**src/rtl/mem_req_initiator.sv**
```systemverilog
// mem_req_initiator
//   Initiator side of the CPU memory-request interface. Takes one load/store
//   command at a time from the core (valid/ready), drives a single request
//   onto the memory interface, and for loads captures the big-endian read
//   word, aligns it and sign/zero-extends it to 48 bits. The result is
//   returned on a valid/ready response port (stores return 0).
// Ports
//   clk, rst_n                     clock (posedge) / async active-low reset
//   cmd_valid, cmd_ready           command handshake
//   cmd_write, cmd_size,
//   cmd_sign_ext, cmd_addr,
//   cmd_wdata                      command payload (store data right-aligned)
//   resp_valid, resp_ready,
//   resp_rdata                     response handshake and load result
//   mem_addr, mem_req_data_size,
//   mem_req_write, mem_data        memory request (write strobe is one cycle)
//   mem_rdata                      memory read word, byte at mem_addr in [47:40]
module mem_req_initiator #(
  parameter int ADDR_WIDTH = 32,
  parameter int RD_LATENCY = 1
) (
  input  logic                  clk,
  input  logic                  rst_n,
  input  logic                  cmd_valid,
  output logic                  cmd_ready,
  input  logic                  cmd_write,
  input  logic [1:0]            cmd_size,
  input  logic                  cmd_sign_ext,
  input  logic [ADDR_WIDTH-1:0] cmd_addr,
  input  logic [47:0]           cmd_wdata,
  output logic                  resp_valid,
  input  logic                  resp_ready,
  output logic [47:0]           resp_rdata,
  output logic [ADDR_WIDTH-1:0] mem_addr,
  output logic [1:0]            mem_req_data_size,
  output logic                  mem_req_write,
  output logic [47:0]           mem_data,
  input  logic [47:0]           mem_rdata
);

  localparam int CNT_W = (RD_LATENCY > 1) ? $clog2(RD_LATENCY) : 1;
  localparam logic [CNT_W-1:0] CNT_INIT = CNT_W'(RD_LATENCY - 1);

  typedef enum logic [1:0] {
    ST_IDLE  = 2'd0,
    ST_ISSUE = 2'd1,
    ST_WAIT  = 2'd2,
    ST_RESP  = 2'd3
  } state_t;

  state_t           state_r;
  logic [CNT_W-1:0] cnt_r;
  logic             write_r;
  logic             sign_r;

  // Keeps only the bytes that belong to the requested access size.
  function automatic logic [47:0] size_mask(input logic [1:0] sz);
    logic [47:0] m;
    case (sz)
      2'd0:    m = 48'h0000_0000_00FF;
      2'd1:    m = 48'h0000_0000_FFFF;
      2'd2:    m = 48'h0000_FFFF_FFFF;
      2'd3:    m = 48'hFFFF_FFFF_FFFF;
      default: m = 48'hFFFF_FFFF_FFFF;
    endcase
    return m;
  endfunction

  // The field always starts at bit 47 (big-endian), so its MSB is rd[47]
  // for every size; 48-bit loads need no extension at all.
  function automatic logic [47:0] load_extend(input logic [47:0] rd,
                                              input logic [1:0]  sz,
                                              input logic        sx);
    logic [47:0] r;
    logic        fill;
    fill = sx & rd[47];
    case (sz)
      2'd0:    r = {{40{fill}}, rd[47:40]};
      2'd1:    r = {{32{fill}}, rd[47:32]};
      2'd2:    r = {{16{fill}}, rd[47:16]};
      2'd3:    r = rd;
      default: r = rd;
    endcase
    return r;
  endfunction

  // Request/response sequencer; every output is a register of this block.
  always_ff @(posedge clk or negedge rst_n) begin
    if (!rst_n) begin
      state_r           <= ST_IDLE;
      cnt_r             <= '0;
      write_r           <= 1'b0;
      sign_r            <= 1'b0;
      cmd_ready         <= 1'b1;
      resp_valid        <= 1'b0;
      resp_rdata        <= 48'd0;
      mem_addr          <= '0;
      mem_req_data_size <= 2'd0;
      mem_req_write     <= 1'b0;
      mem_data          <= 48'd0;
    end else begin
      case (state_r)
        ST_IDLE: begin
          mem_req_write <= 1'b0;
          if (cmd_valid) begin
            mem_addr          <= cmd_addr;
            mem_req_data_size <= cmd_size;
            mem_data          <= cmd_wdata & size_mask(cmd_size);
            write_r           <= cmd_write;
            sign_r            <= cmd_sign_ext;
            // Strobe is raised here so it is high exactly during ISSUE.
            mem_req_write     <= cmd_write;
            cmd_ready         <= 1'b0;
            state_r           <= ST_ISSUE;
          end
        end
        ST_ISSUE: begin
          mem_req_write <= 1'b0;
          if (write_r) begin
            resp_rdata <= 48'd0;
            resp_valid <= 1'b1;
            state_r    <= ST_RESP;
          end else begin
            cnt_r   <= CNT_INIT;
            state_r <= ST_WAIT;
          end
        end
        ST_WAIT: begin
          mem_req_write <= 1'b0;
          if (cnt_r == '0) begin
            resp_rdata <= load_extend(mem_rdata, mem_req_data_size, sign_r);
            resp_valid <= 1'b1;
            state_r    <= ST_RESP;
          end else begin
            cnt_r <= cnt_r - 1'b1;
          end
        end
        ST_RESP: begin
          mem_req_write <= 1'b0;
          if (resp_ready) begin
            resp_valid <= 1'b0;
            cmd_ready  <= 1'b1;
            state_r    <= ST_IDLE;
          end
        end
        default: begin
          state_r       <= ST_IDLE;
          cmd_ready     <= 1'b1;
          resp_valid    <= 1'b0;
          mem_req_write <= 1'b0;
        end
      endcase
    end
  end

endmodule

```
**config.mk**
```make
export PLATFORM = sky130hd
export DESIGN_NAME = mem_req_initiator
export DESIGN_NICKNAME = d
export VERILOG_FILES = /design/src/rtl/mem_req_initiator.sv
export SDC_FILE = /design/constraint.sdc
export NUM_CORES = 1
export LEC_CHECK = 0
export CORE_ASPECT_RATIO = 0.5
export CORE_MARGIN = 1
export CORE_UTILIZATION = 38
export CTS_CLUSTER_SIZE = 16
export DETAILED_ROUTE_END_ITERATION = 16
export PLACE_DENSITY = 0.73
export SYNTH_ARGS = -nofsm -noshare
export SYNTH_HDL_FRONTEND = slang
export SYNTH_SLANG_ARGS = --single-unit
```
**constraint.sdc**
```tcl
create_clock -name clk -period 1.59 [get_ports clk]
set_input_delay 0.318 -clock clk [delete_from_list [all_inputs] [get_ports clk]]
set_output_delay 0.318 -clock clk [all_outputs]
set_load 0.1 [all_outputs]
```
==> metrics.txt <==
drt total wl roughly 22,000 um; CTS tree built; Sum Neg Setup Slack -0.4419 ns; Die Area about 16,000 sq um; Min Clock Period, post-route ~1.7 ns; # placed instances just under 1,000; Mapped Nets between 600 and 700; commonest non-fill, non-tap cell in the layout buf_12; most frequent cells in the layout buf_12, clkdlybuf4s50_1, dfrtp_1, nand2_1, o21ai_0; Top FF cell, synth dfrtp_1; Final Cell Area around 11,000 sq um; IO Count ~270; PnR worst setup slack -0.06508 ns; Final nets ~940; status finished with violations; number of enable flip-flop cells after synthesis 0; vias in the first global route between 5,000 and 6,000; sequential cell area fraction in the yosys report 58.49%; crit path cell chain buf_4 -> buf_6 -> ha_4 -> nor3b_4 -> buf_12 -> buf_4 -> o21ai_0 -> o21ai_0; Arrival @ worst endpoint approximately 2.0 ns; Layout Cells excl Fill 1,011; Crit Path Max Fanout 4; Die Y 89.84 um; CP max-delay cell dfrtp_1; Num CTS Buffers 17; leading area contributor after synthesis dfrtp_1; core footprint between 10,000 and 15,000 sq um; via count about 5,400; gr usage total 26.07%; Crit Path Category reg -> reg; clk slew on worst S/H paths around 0.060 ns; ANT nets after route 0; synthesized area per cell 11.97 sq um; drc violations 0; distinct cell type count after synthesis 34; CP Capture Type flop; unrepaired setup endpoints after global routing yes; H-tree depth 4; antenna cells 0; Synth Cell Area just under 6000 sq um; Slew @ Worst Pin roughly 0.44 ns; final critical-path share of the clock period 104.1%; Max Slew Vio Count 0; Yosys reg bits between 100 and 150; violated checks setup timing; max frequency roughly 0.6 GHz; placed instance area between 10,000 and 15,000 sq um; Setup violations, final 29; Die X 177.7 um; clk_lat worst skew between 0.4 and 0.5 ns; 1st-iter DRT viols between 400 and 500; FP Rows 31; layout cell share with drive strength beyond 1 35.79%; Port Buf Inserts 268; worst min path class in -> async; TritonRoute pass-1 iters 5; first-pass GRT wire length about 32,000 um; max-cap violations 0; antenna violations before repair 0; top cells by area, synth dfrtp_1, mux2_2, a22o_1, o21ai_0, nand2_1; HPWL after detailed placement ~15,000 um; critical path data required time approximately 1.9 ns; worst relative slew slack a little over two thirds; Vias/cell roughly 5.4; worst clock skew about 0.0078 ns; Mapped Cells 490; endpoints failing hold 0; startpoint types flop; worst slack, placed -0.2178 ns; clk root buf clkbuf_16; Sink Count 137; routed len/inst approximately 21 um; gpl congestion between 0.8 and 0.9; top cell type's share of synthesized area 58.05%; max incr delay on CP 0.37 ns; Post-synth ARST share 100.0%; area delta synth->final 93.60%; Yosys Warn Count 0; Starting Density 39.67%; GR Overflow Total 0; CTS max path bufs 2; pin count of the biggest net entering global routing between 50 and 60
## layout make-up
type | instances | area [sq um]
Clock buffer | 20 | 446.7
Clock inverter | 11 | 196.4
Fill cell | 852 | 3427
Inverter | 5 | 18.77
Multi-Input combinational cell | 311 | 2272
Sequential cell | 137 | 3437
Tap cell | 198 | 247.7
Timing Repair Buffer | 329 | 4732
## cells in the mapped netlist, types with 2 or more instances
library cell and number:
o21ai_1 12, a31oi_1 15, o21ai_0 52, nand2_1 68
clkbuf_1 11, nor2_2 2, mux4_2 7, buf_2 13
buf_6 7, nand2b_1 2, inv_1 5, o31ai_1 4
nor2_1 11, mux2_1 4, mux2i_1 10, ha_1 4
mux2_2 40, buf_4 6, a21oi_1 27, dfrtp_1 136
a22o_1 41
## layer usage
metal  track usage (%)  share of wire, %  wire, um  vias to the layer above
met5                 0                 0         0                        -
met4             8.476               3.2       705                        0
met3             4.695               7.2      1572                       73
li1                  -                 -         -                     2381
met2             46.88                53     11400                      326
met1             31.46                37      8038                     2647
## worst max-delay path: cells and delay by family, from the launching register on
kind / cells / cell delay, ns
compound gates: 2 / 0.28
fa+ha+maj: 1 / 0.17
buf+inv: 4 / 0.49
flops: 1 / 0.37
simple gates: 1 / 0.25
## kinds of logic (layout without fill, tap and decap cells)
kind of cell               count (synthesis)  count (layout)  share of synthesized area (%)
buffers and inverters                     42             365                          4.247
AOI/OAI and AO/OA                        156             156                          16.79
DFF                                      137             137                          58.49
muxes                                     62              62                          13.29
adders and majority gates                  4               4                         0.8536
and+or+nand+nor                           89              89                          6.317
## repair_timing
action,CTS,global route
pin swaps,0,12
buffers inserted,3,6
hold buffers,1,0
hold endpoints to repair,29,0
gates resized for setup,5,34
endpoints found under the setup margin,53,97
cloned,0,5
## state kept, by name, summed over array words and instances, names as in the netlist
name               count
cmd_ready              1
state_r                2
mem_req_data_size      2
resp_rdata            48
write_r                1
mem_data              48
mem_req_write          1
resp_valid             1
sign_r                 1
mem_addr              32
## final timing paths
check	start	endpoint	slack, ns	cells past startpoint
min	rst_n	resp_rdata[25]	0.36	2
min reg2reg	resp_rdata[32]	resp_rdata[32]	0.54	2
min in group clk	cmd_wdata[28]	mem_data[28]	0.47	3
max in group asynchronous	rst_n	mem_data[15]	0.58	3
max	state_r[1]	resp_rdata[17]	-0.07	8
max reg2reg	state_r[1]	resp_rdata[17]	-0.07	8
## per-stage QoR
step,utilization [%],hold slack (ns)
2_1_floorplan,-,0.02241
3_3_place_gp,70.15,0.2212
3_5_place_dp,70.15,0.2208
4_1_cts,74.85,0.3713
5_1_grt,76.81,0.3741
6_report,76.81,0.3621
Power is not shown: default switching activity piles up to over one toggle a cycle in this logic, so the estimate is an artifact.
